`src/rtl/sdpram_arbiter.sv`:
```
// sdpram_arbiter
// ---------------------------------------------------------------------------
// Two-requester round-robin arbiter and sequencer in front of a 64x32 simple
// dual-port RAM wrapper. The write port and the read port are arbitrated
// independently. A fixed-depth tag pipeline follows each read through the
// RAM and steers the returned word back to the requester that issued it.
// When the granted write and the candidate read hit the same address in the
// same cycle, the write goes first and the read is held off by one cycle, so
// it returns the freshly written data.
//
// Parameters
//   ADDR_W      RAM address width
//   DATA_W      RAM data width
//   RD_LATENCY  cycles from ram_enb/ram_addrb to ram_doutb valid (>= 2)
//
// Ports
//   clk, rst            clock, synchronous active-high reset
//   wr_valid/wr_ready   per-requester write handshake (ready one-hot or zero)
//   wr_addr/wr_data     packed per-requester write address/data, slice i
//   rd_valid/rd_ready   per-requester read handshake (ready one-hot or zero)
//   rd_addr             packed per-requester read address, slice i
//   rd_rvalid           one-hot read-return strobe
//   rd_rdata            shared read-return data, 0 when no return is active
//   ram_ena/ram_wea     RAM port-A enable / write enable
//   ram_addra/ram_dina  RAM port-A address / write data
//   ram_enb/ram_addrb   RAM port-B enable / address
//   ram_doutb           RAM port-B read data
//
// Optional feature (macro SDPRAM_ARB_STATS_EN)
//   Adds saturating 16-bit counters wr_grant_cnt0/1, rd_grant_cnt0/1 and
//   collision_cnt, cleared by rst. Absent when the macro is not defined.
// ---------------------------------------------------------------------------
module sdpram_arbiter #(
  parameter int ADDR_W     = 6,
  parameter int DATA_W     = 32,
  parameter int RD_LATENCY = 4
) (
  input  logic                  clk,
  input  logic                  rst,
  input  logic [1:0]            wr_valid,
  output logic [1:0]            wr_ready,
  input  logic [2*ADDR_W-1:0]   wr_addr,
  input  logic [2*DATA_W-1:0]   wr_data,
  input  logic [1:0]            rd_valid,
  output logic [1:0]            rd_ready,
  input  logic [2*ADDR_W-1:0]   rd_addr,
  output logic [1:0]            rd_rvalid,
  output logic [DATA_W-1:0]     rd_rdata,
  output logic                  ram_ena,
  output logic                  ram_wea,
  output logic [ADDR_W-1:0]     ram_addra,
  output logic [DATA_W-1:0]     ram_dina,
  output logic                  ram_enb,
  output logic [ADDR_W-1:0]     ram_addrb,
  input  logic [DATA_W-1:0]     ram_doutb
`ifdef SDPRAM_ARB_STATS_EN
  ,
  output logic [15:0]           wr_grant_cnt0,
  output logic [15:0]           wr_grant_cnt1,
  output logic [15:0]           rd_grant_cnt0,
  output logic [15:0]           rd_grant_cnt1,
  output logic [15:0]           collision_cnt
`endif
);

  // Two-way round robin: a lone requester always wins; under contention the
  // requester that did not win last time is chosen. 'last' is the id of the
  // most recent grant on this port.
  function automatic logic [1:0] rr_pick(input logic [1:0] req, input logic last);
    logic [1:0] gnt;
    case (req)
      2'b01:   gnt = 2'b01;
      2'b10:   gnt = 2'b10;
      2'b11:   gnt = last ? 2'b01 : 2'b10;
      default: gnt = 2'b00;
    endcase
    return gnt;
  endfunction

  // Saturating increment for the statistics counters.
  function automatic logic [15:0] sat_inc16(input logic [15:0] cnt);
    logic [15:0] nxt;
    if (cnt == 16'hFFFF) nxt = cnt;
    else                 nxt = cnt + 16'd1;
    return nxt;
  endfunction

  // Last-grant pointers. Reset to 1 so requester 0 wins the first contention.
  logic wr_last;
  logic rd_last;

  // Combinational arbitration results.
  logic [1:0]        wr_gnt;
  logic              wr_gid;
  logic [ADDR_W-1:0] wr_gaddr;
  logic [DATA_W-1:0] wr_gdata;
  logic [1:0]        rd_cand;
  logic              rd_cid;
  logic [ADDR_W-1:0] rd_caddr;
  logic              collision;
  logic [1:0]        rd_gnt;

  // Read tag pipeline: valid bits are control and get reset, ids are data.
  logic [RD_LATENCY-1:0] tag_vld_p;
  logic [RD_LATENCY-1:0] tag_id_p;
  logic                  tail_vld;
  logic                  tail_id;

  always_comb begin
    wr_gnt    = 2'b00;
    rd_cand   = 2'b00;
    if (!rst) begin
      wr_gnt  = rr_pick(wr_valid, wr_last);
      rd_cand = rr_pick(rd_valid, rd_last);
    end

    wr_gid   = wr_gnt[1];
    wr_gaddr = wr_gid ? wr_addr[2*ADDR_W-1:ADDR_W] : wr_addr[ADDR_W-1:0];
    wr_gdata = wr_gid ? wr_data[2*DATA_W-1:DATA_W] : wr_data[DATA_W-1:0];

    rd_cid   = rd_cand[1];
    rd_caddr = rd_cid ? rd_addr[2*ADDR_W-1:ADDR_W] : rd_addr[ADDR_W-1:0];

    // A read to the address being written this cycle would see stale data;
    // hold it one cycle so it lands after the write.
    collision = (|wr_gnt) && (|rd_cand) && (wr_gaddr == rd_caddr);
    rd_gnt    = collision ? 2'b00 : rd_cand;
  end

  // Issue outputs: all combinational from the grants, zero when idle.
  always_comb begin
    wr_ready  = wr_gnt;
    ram_ena   = |wr_gnt;
    ram_wea   = |wr_gnt;
    ram_addra = '0;
    ram_dina  = '0;
    if (|wr_gnt) begin
      ram_addra = wr_gaddr;
      ram_dina  = wr_gdata;
    end

    rd_ready  = rd_gnt;
    ram_enb   = |rd_gnt;
    ram_addrb = '0;
    if (|rd_gnt) ram_addrb = rd_caddr;
  end

  always_ff @(posedge clk) begin
    if (rst) begin
      wr_last <= 1'b1;
      rd_last <= 1'b1;
    end else begin
      if (|wr_gnt) wr_last <= wr_gid;
      if (|rd_gnt) rd_last <= rd_cid;
    end
  end

  // ---- stage boundary: read issue -> tag_p[0] ... tag_p[RD_LATENCY-1] ----
  always_ff @(posedge clk) begin
    if (rst) begin
      tag_vld_p <= '0;
    end else begin
      tag_vld_p <= {tag_vld_p[RD_LATENCY-2:0], |rd_gnt};
    end
  end

  always_ff @(posedge clk) begin
    tag_id_p <= {tag_id_p[RD_LATENCY-2:0], rd_cid};
  end

  // ---- stage boundary: pipeline tail aligned with ram_doutb ----
  always_comb begin
    tail_vld  = tag_vld_p[RD_LATENCY-1];
    tail_id   = tag_id_p[RD_LATENCY-1];
    rd_rvalid = {tail_vld & tail_id, tail_vld & ~tail_id};
    rd_rdata  = tail_vld ? ram_doutb : '0;
  end

`ifdef SDPRAM_ARB_STATS_EN
  always_ff @(posedge clk) begin
    if (rst) begin
      wr_grant_cnt0 <= '0;
      wr_grant_cnt1 <= '0;
      rd_grant_cnt0 <= '0;
      rd_grant_cnt1 <= '0;
      collision_cnt <= '0;
    end else begin
      if (wr_gnt[0]) wr_grant_cnt0 <= sat_inc16(wr_grant_cnt0);
      if (wr_gnt[1]) wr_grant_cnt1 <= sat_inc16(wr_grant_cnt1);
      if (rd_gnt[0]) rd_grant_cnt0 <= sat_inc16(rd_grant_cnt0);
      if (rd_gnt[1]) rd_grant_cnt1 <= sat_inc16(rd_grant_cnt1);
      if (collision) collision_cnt <= sat_inc16(collision_cnt);
    end
  end
`endif

endmodule

```
`config.mk`:
```
export PLATFORM = sky130hd
export DESIGN_NAME = sdpram_arbiter
export DESIGN_NICKNAME = d
export VERILOG_FILES = /design/src/rtl/sdpram_arbiter.sv
export SDC_FILE = /design/constraint.sdc
export NUM_CORES = 1
export LEC_CHECK = 0
export CORE_AREA = 2 2 82 84
export CTS_BUF_LIST = sky130_fd_sc_hd__clkbuf_4 sky130_fd_sc_hd__clkbuf_8
export DETAILED_ROUTE_END_ITERATION = 7
export DIE_AREA = 0 0 84 86
export PLACE_DENSITY = 0.81
export SETUP_SLACK_MARGIN = 0.02
export SLEW_MARGIN = 20
export SYNTH_ARGS = -nofsm -noshare
export SYNTH_HDL_FRONTEND = slang
export SYNTH_SLANG_ARGS = --single-unit
```
`constraint.sdc`:
```
create_clock -name clk -period 5 [get_ports clk]
set_clock_uncertainty 0.1 [all_clocks]
set_input_delay 1 -clock clk [delete_from_list [all_inputs] [get_ports clk]]
set_output_delay 1 -clock clk [all_outputs]
set_load 0.03 [all_outputs]
```
==> results of run 1 <==
==> layer usage <==
layer | up-vias | routed length, um | track usage, %
met2 | 159 | 3912 | 37.16
met5 | - | 0 | 0
met4 | 0 | 84 | 3.959
met1 | 1126 | 3064 | 22.77
met3 | 8 | 651 | 4.909
li1 | 1229 | - | -
==> cell usage after synthesis (2+ instances only) <==
| master | n |
|---|---|
| sky130_fd_sc_hd__dfxtp_1 | 10 |
| sky130_fd_sc_hd__a2111oi_0 | 3 |
| sky130_fd_sc_hd__o211ai_1 | 5 |
| sky130_fd_sc_hd__nor2b_1 | 5 |
| sky130_fd_sc_hd__a21boi_0 | 4 |
| sky130_fd_sc_hd__o21ai_0 | 4 |
| sky130_fd_sc_hd__and3_1 | 4 |
| sky130_fd_sc_hd__nand4b_1 | 2 |
| sky130_fd_sc_hd__clkbuf_1 | 13 |
| sky130_fd_sc_hd__and2_1 | 36 |
| sky130_fd_sc_hd__o21a_1 | 3 |
| sky130_fd_sc_hd__a211o_1 | 2 |
| sky130_fd_sc_hd__nor2_1 | 5 |
| sky130_fd_sc_hd__nand2_1 | 67 |
| sky130_fd_sc_hd__nor3_1 | 3 |
| sky130_fd_sc_hd__nor4_1 | 3 |
| sky130_fd_sc_hd__buf_6 | 2 |
| sky130_fd_sc_hd__a211oi_1 | 3 |
| sky130_fd_sc_hd__a21oi_1 | 35 |
| sky130_fd_sc_hd__nand3_1 | 5 |
| sky130_fd_sc_hd__mux2i_1 | 2 |
| sky130_fd_sc_hd__inv_1 | 2 |
==> cell type report <==
class                   count  area (um^2)  area share [%]
multi-input cells         207         1151           31.73
well taps                  77        96.34           2.656
clock buffers               4        55.05           1.518
flip-flops and latches     10        200.2           5.519
repair buffers            220         2113           58.26
inverters                   3        11.26          0.3105
==> path summary, 6_finish.rpt <==
kind,end,start,slack (ns),cells past startpoint
max,ram_enb,wr_valid[0],0.17,9
max reg2reg,rd_last$_SDFFE_PP1P_,wr_last$_SDFFE_PP1P_,2.61,6
min,tag_id_p[3]$_DFF_P_,tag_id_p[2]$_DFF_P_,0.23,0
min reg2reg,tag_id_p[3]$_DFF_P_,tag_id_p[2]$_DFF_P_,0.23,0
==> flip-flops by register name, indices dropped and copies added (netlist names) <==
signal	cells
rd_last	1
tag_id_p	4
tag_vld_p	4
wr_last	1
==> critical path, stage by stage <==
cell                              delay, ns
sky130_fd_sc_hd__clkdlybuf4s50_1       0.55
sky130_fd_sc_hd__nand2_1               0.20
sky130_fd_sc_hd__a21boi_1              0.31
sky130_fd_sc_hd__a211oi_1              0.08
sky130_fd_sc_hd__or4b_4                0.55
sky130_fd_sc_hd__nor4_2                0.20
sky130_fd_sc_hd__buf_4                 0.20
sky130_fd_sc_hd__nor3_1                0.05
sky130_fd_sc_hd__clkdlybuf4s50_1       0.60
==> power breakdown <==
part / total, mW / internal [mW] / switching [mW]
clock network: 0.101 / 0.0692 / 0.0320
logic: 0.306 / 0.161 / 0.145
registers: 0.0876 / 0.0845 / 0.00311
==> timing repair <==
item,4_1_cts,5_1_grt
cloned,0,0
gates resized for setup,1,8
endpoints found under the setup margin,1,5
==> cell families (layout without fill, tap and decap cells) <==
family	after synthesis	after routing	synth area share (%)
multiplexers	2	2	1.399
buffers and inverters	19	227	6.294
flip-flops	10	10	13.99
XOR/XNOR	1	1	0.6120
AND/OR/NAND/NOR	139	139	49.83
AO/OA/AOI/OAI	65	65	27.89
==> results summary, run 1 <==
The flow ran to the end, and the final reports show no timing, DRC or antenna violations. The worst-case vdd ir drop is 115.5 uV. The clock insertion delay at the later pin of the skew report is 0.24 ns. The number of warnings printed during yosys synthesis is 0. The average wire per standard cell came out at 14.80 um.

The global-route usage over all layers came out at 19.79%. The area of the die came out at 0.007224 mm^2. The count of final max-slew check failures came to 0. The number of antenna cells inserted came out at 0. The number of setup buffers added after CTS came out at 0.

The synthesized area divided by synthesized cell count came out at 6.065 um^2. The sum of overflow across all layers after global routing is 0. The final setup slack of the worst path is 0.1676 ns. Setup repair after global routing left no endpoint under its margin. The global-route wire length before repair is 11.54 mm. The critical path in this run is classified as in2out. The maximum number of buffers from clock root to sink came out at 2.

The total CTS buffers came out at 3. The top achievable clock speed came out at 0.2069 GHz. The via count of the first global-routing pass was 2413.

In this run the power density over the cells is 136.3 mW/mm^2. The number of max-cap violations is 0. The horizontal die dimension came out at 84 um. In the routed design, unresolved DRC markers number 0. Of all cell types, the one taking the most synthesized area is sky130_fd_sc_hd__nand2_1. The count of final setup violators is 0. The sort of element at the end of the critical path is a primary output. The number of antenna violations at the first check in global routing came out at 0. The count of final hold-check violations came to 0. The clock-pin slew on the worst setup and hold paths is 0.05 ns. Once the floorplan was initialized, standard cells occupied 22.80% of the core.

Final hold analysis gives a worst-case slack of 0.2252 ns. Dividing the detail-routed via count by the number of cells gives 4.841. The DRC violation total after the first TritonRoute iteration is 104. In this run, distinct cell masters in the synthesized netlist total 40.

The required time of the critical path came out at 3.90 ns. The share of synthesized area occupied by flip-flops and latches came out at 13.99%. The minimum clock period after layout is 4.832 ns. The aggregate negative setup slack is 0 ns. Cells fill 57.78% of the core in the end. The number of nets produced by synthesis came out at 362. The initialized floorplan defines 29 standard-cell rows. The worst hold path belongs to the class reg2reg.

TritonCTS built the clock tree. The post-synthesis register bit count is 10. The die boundary height came out at 86 um. The worst endpoint data arrival time came out at 3.73 ns. The highest net fanout along the worst path is 9. STA classifies the critical path startpoint as a primary input. The placement-stage cell area came out at 0.003560 mm^2. The number of fillers in the final layout is 569.

The area share of the largest cell type after synthesis is 17.57%. The share of cells above drive strength 1 came out at 13.74%. Measured against its own limit, the worst slew margin works out to 48.35%.

The count of hold buffers inserted by post-cts repair is 0. For this block, the via count after detailed routing is 2522. The net count of the finished layout came out at 571. The worst slack at placement is -0.06643 ns. The number of buffers inserted by port buffering came out at 210. The final wirelength came out at 7.713 mm. After routing the design area is 0.003627 mm^2. The detailed-router iteration count before antenna repair is 4. The cell count after placement is 517.

In the post-synthesis netlist, the biggest area contributors are sky130_fd_sc_hd__nand2_1 (18%), sky130_fd_sc_hd__and2_1 (16%), sky130_fd_sc_hd__dfxtp_1 (14%). The number of I/O pins is 211. The cell area that synthesis handed to floorplanning was 0.001431 mm^2. The overall power of the completed layout came out at 0.4944 mW. The wire-length estimate of the detail-placed layout is 6.451 mm. The detail route stage leaves a number of antenna-violating nets equal to 0. The maximum number of pins on one net before global-route repair is 37. Synthesis produced a netlist whose cell count is 236. The final critical path takes up 96.65% of the cycle. The root buffer selected by CTS is sky130_fd_sc_hd__clkbuf_8. The maximum level of the CTS H-tree came out at 1. The transition at the pin with the smallest max-transition slack is 0.7737 ns.

The most common cell after layout, fill and taps aside is sky130_fd_sc_hd__clkdlybuf4s50_1. The leading register cell type out of synthesis is sky130_fd_sc_hd__dfxtp_1. The region available for standard cell placement spans 0.006277 mm^2. The clock drives 10 sinks. The layout overhead on the synthesized area came out at 153.4%. The number of standard cells in the final layout excluding fillers came out at 521. The share of synthesized flip-flops with an asynchronous set or reset is 0%. In the layout the commonest cells are sky130_fd_sc_hd__clkdlybuf4s50_1 (168), sky130_fd_sc_hd__nand2_1 (67), sky130_fd_sc_hd__buf_4 (46), sky130_fd_sc_hd__and2_1 (36), sky130_fd_sc_hd__a21oi_1 (35). The leakage power total came out at 1.541 nW. The global placer's final weighted congestion came out at 0.9483. The number of flops mapped to enable cells by yosys is 0.
No activity file was read; power rests on OpenSTA's default activity.
==> run 2: changes to the inputs <==
- HOLD_SLACK_MARGIN: unset -> 0.06
==> results of run 2 <==
Final layout, timing and power as in run 1 (identical DEF).
==> run 3: changes to the inputs <==
- GPL_TIMING_DRIVEN: unset -> 1
==> results of run 3 <==
Final layout, timing and power as in run 1 (identical DEF).
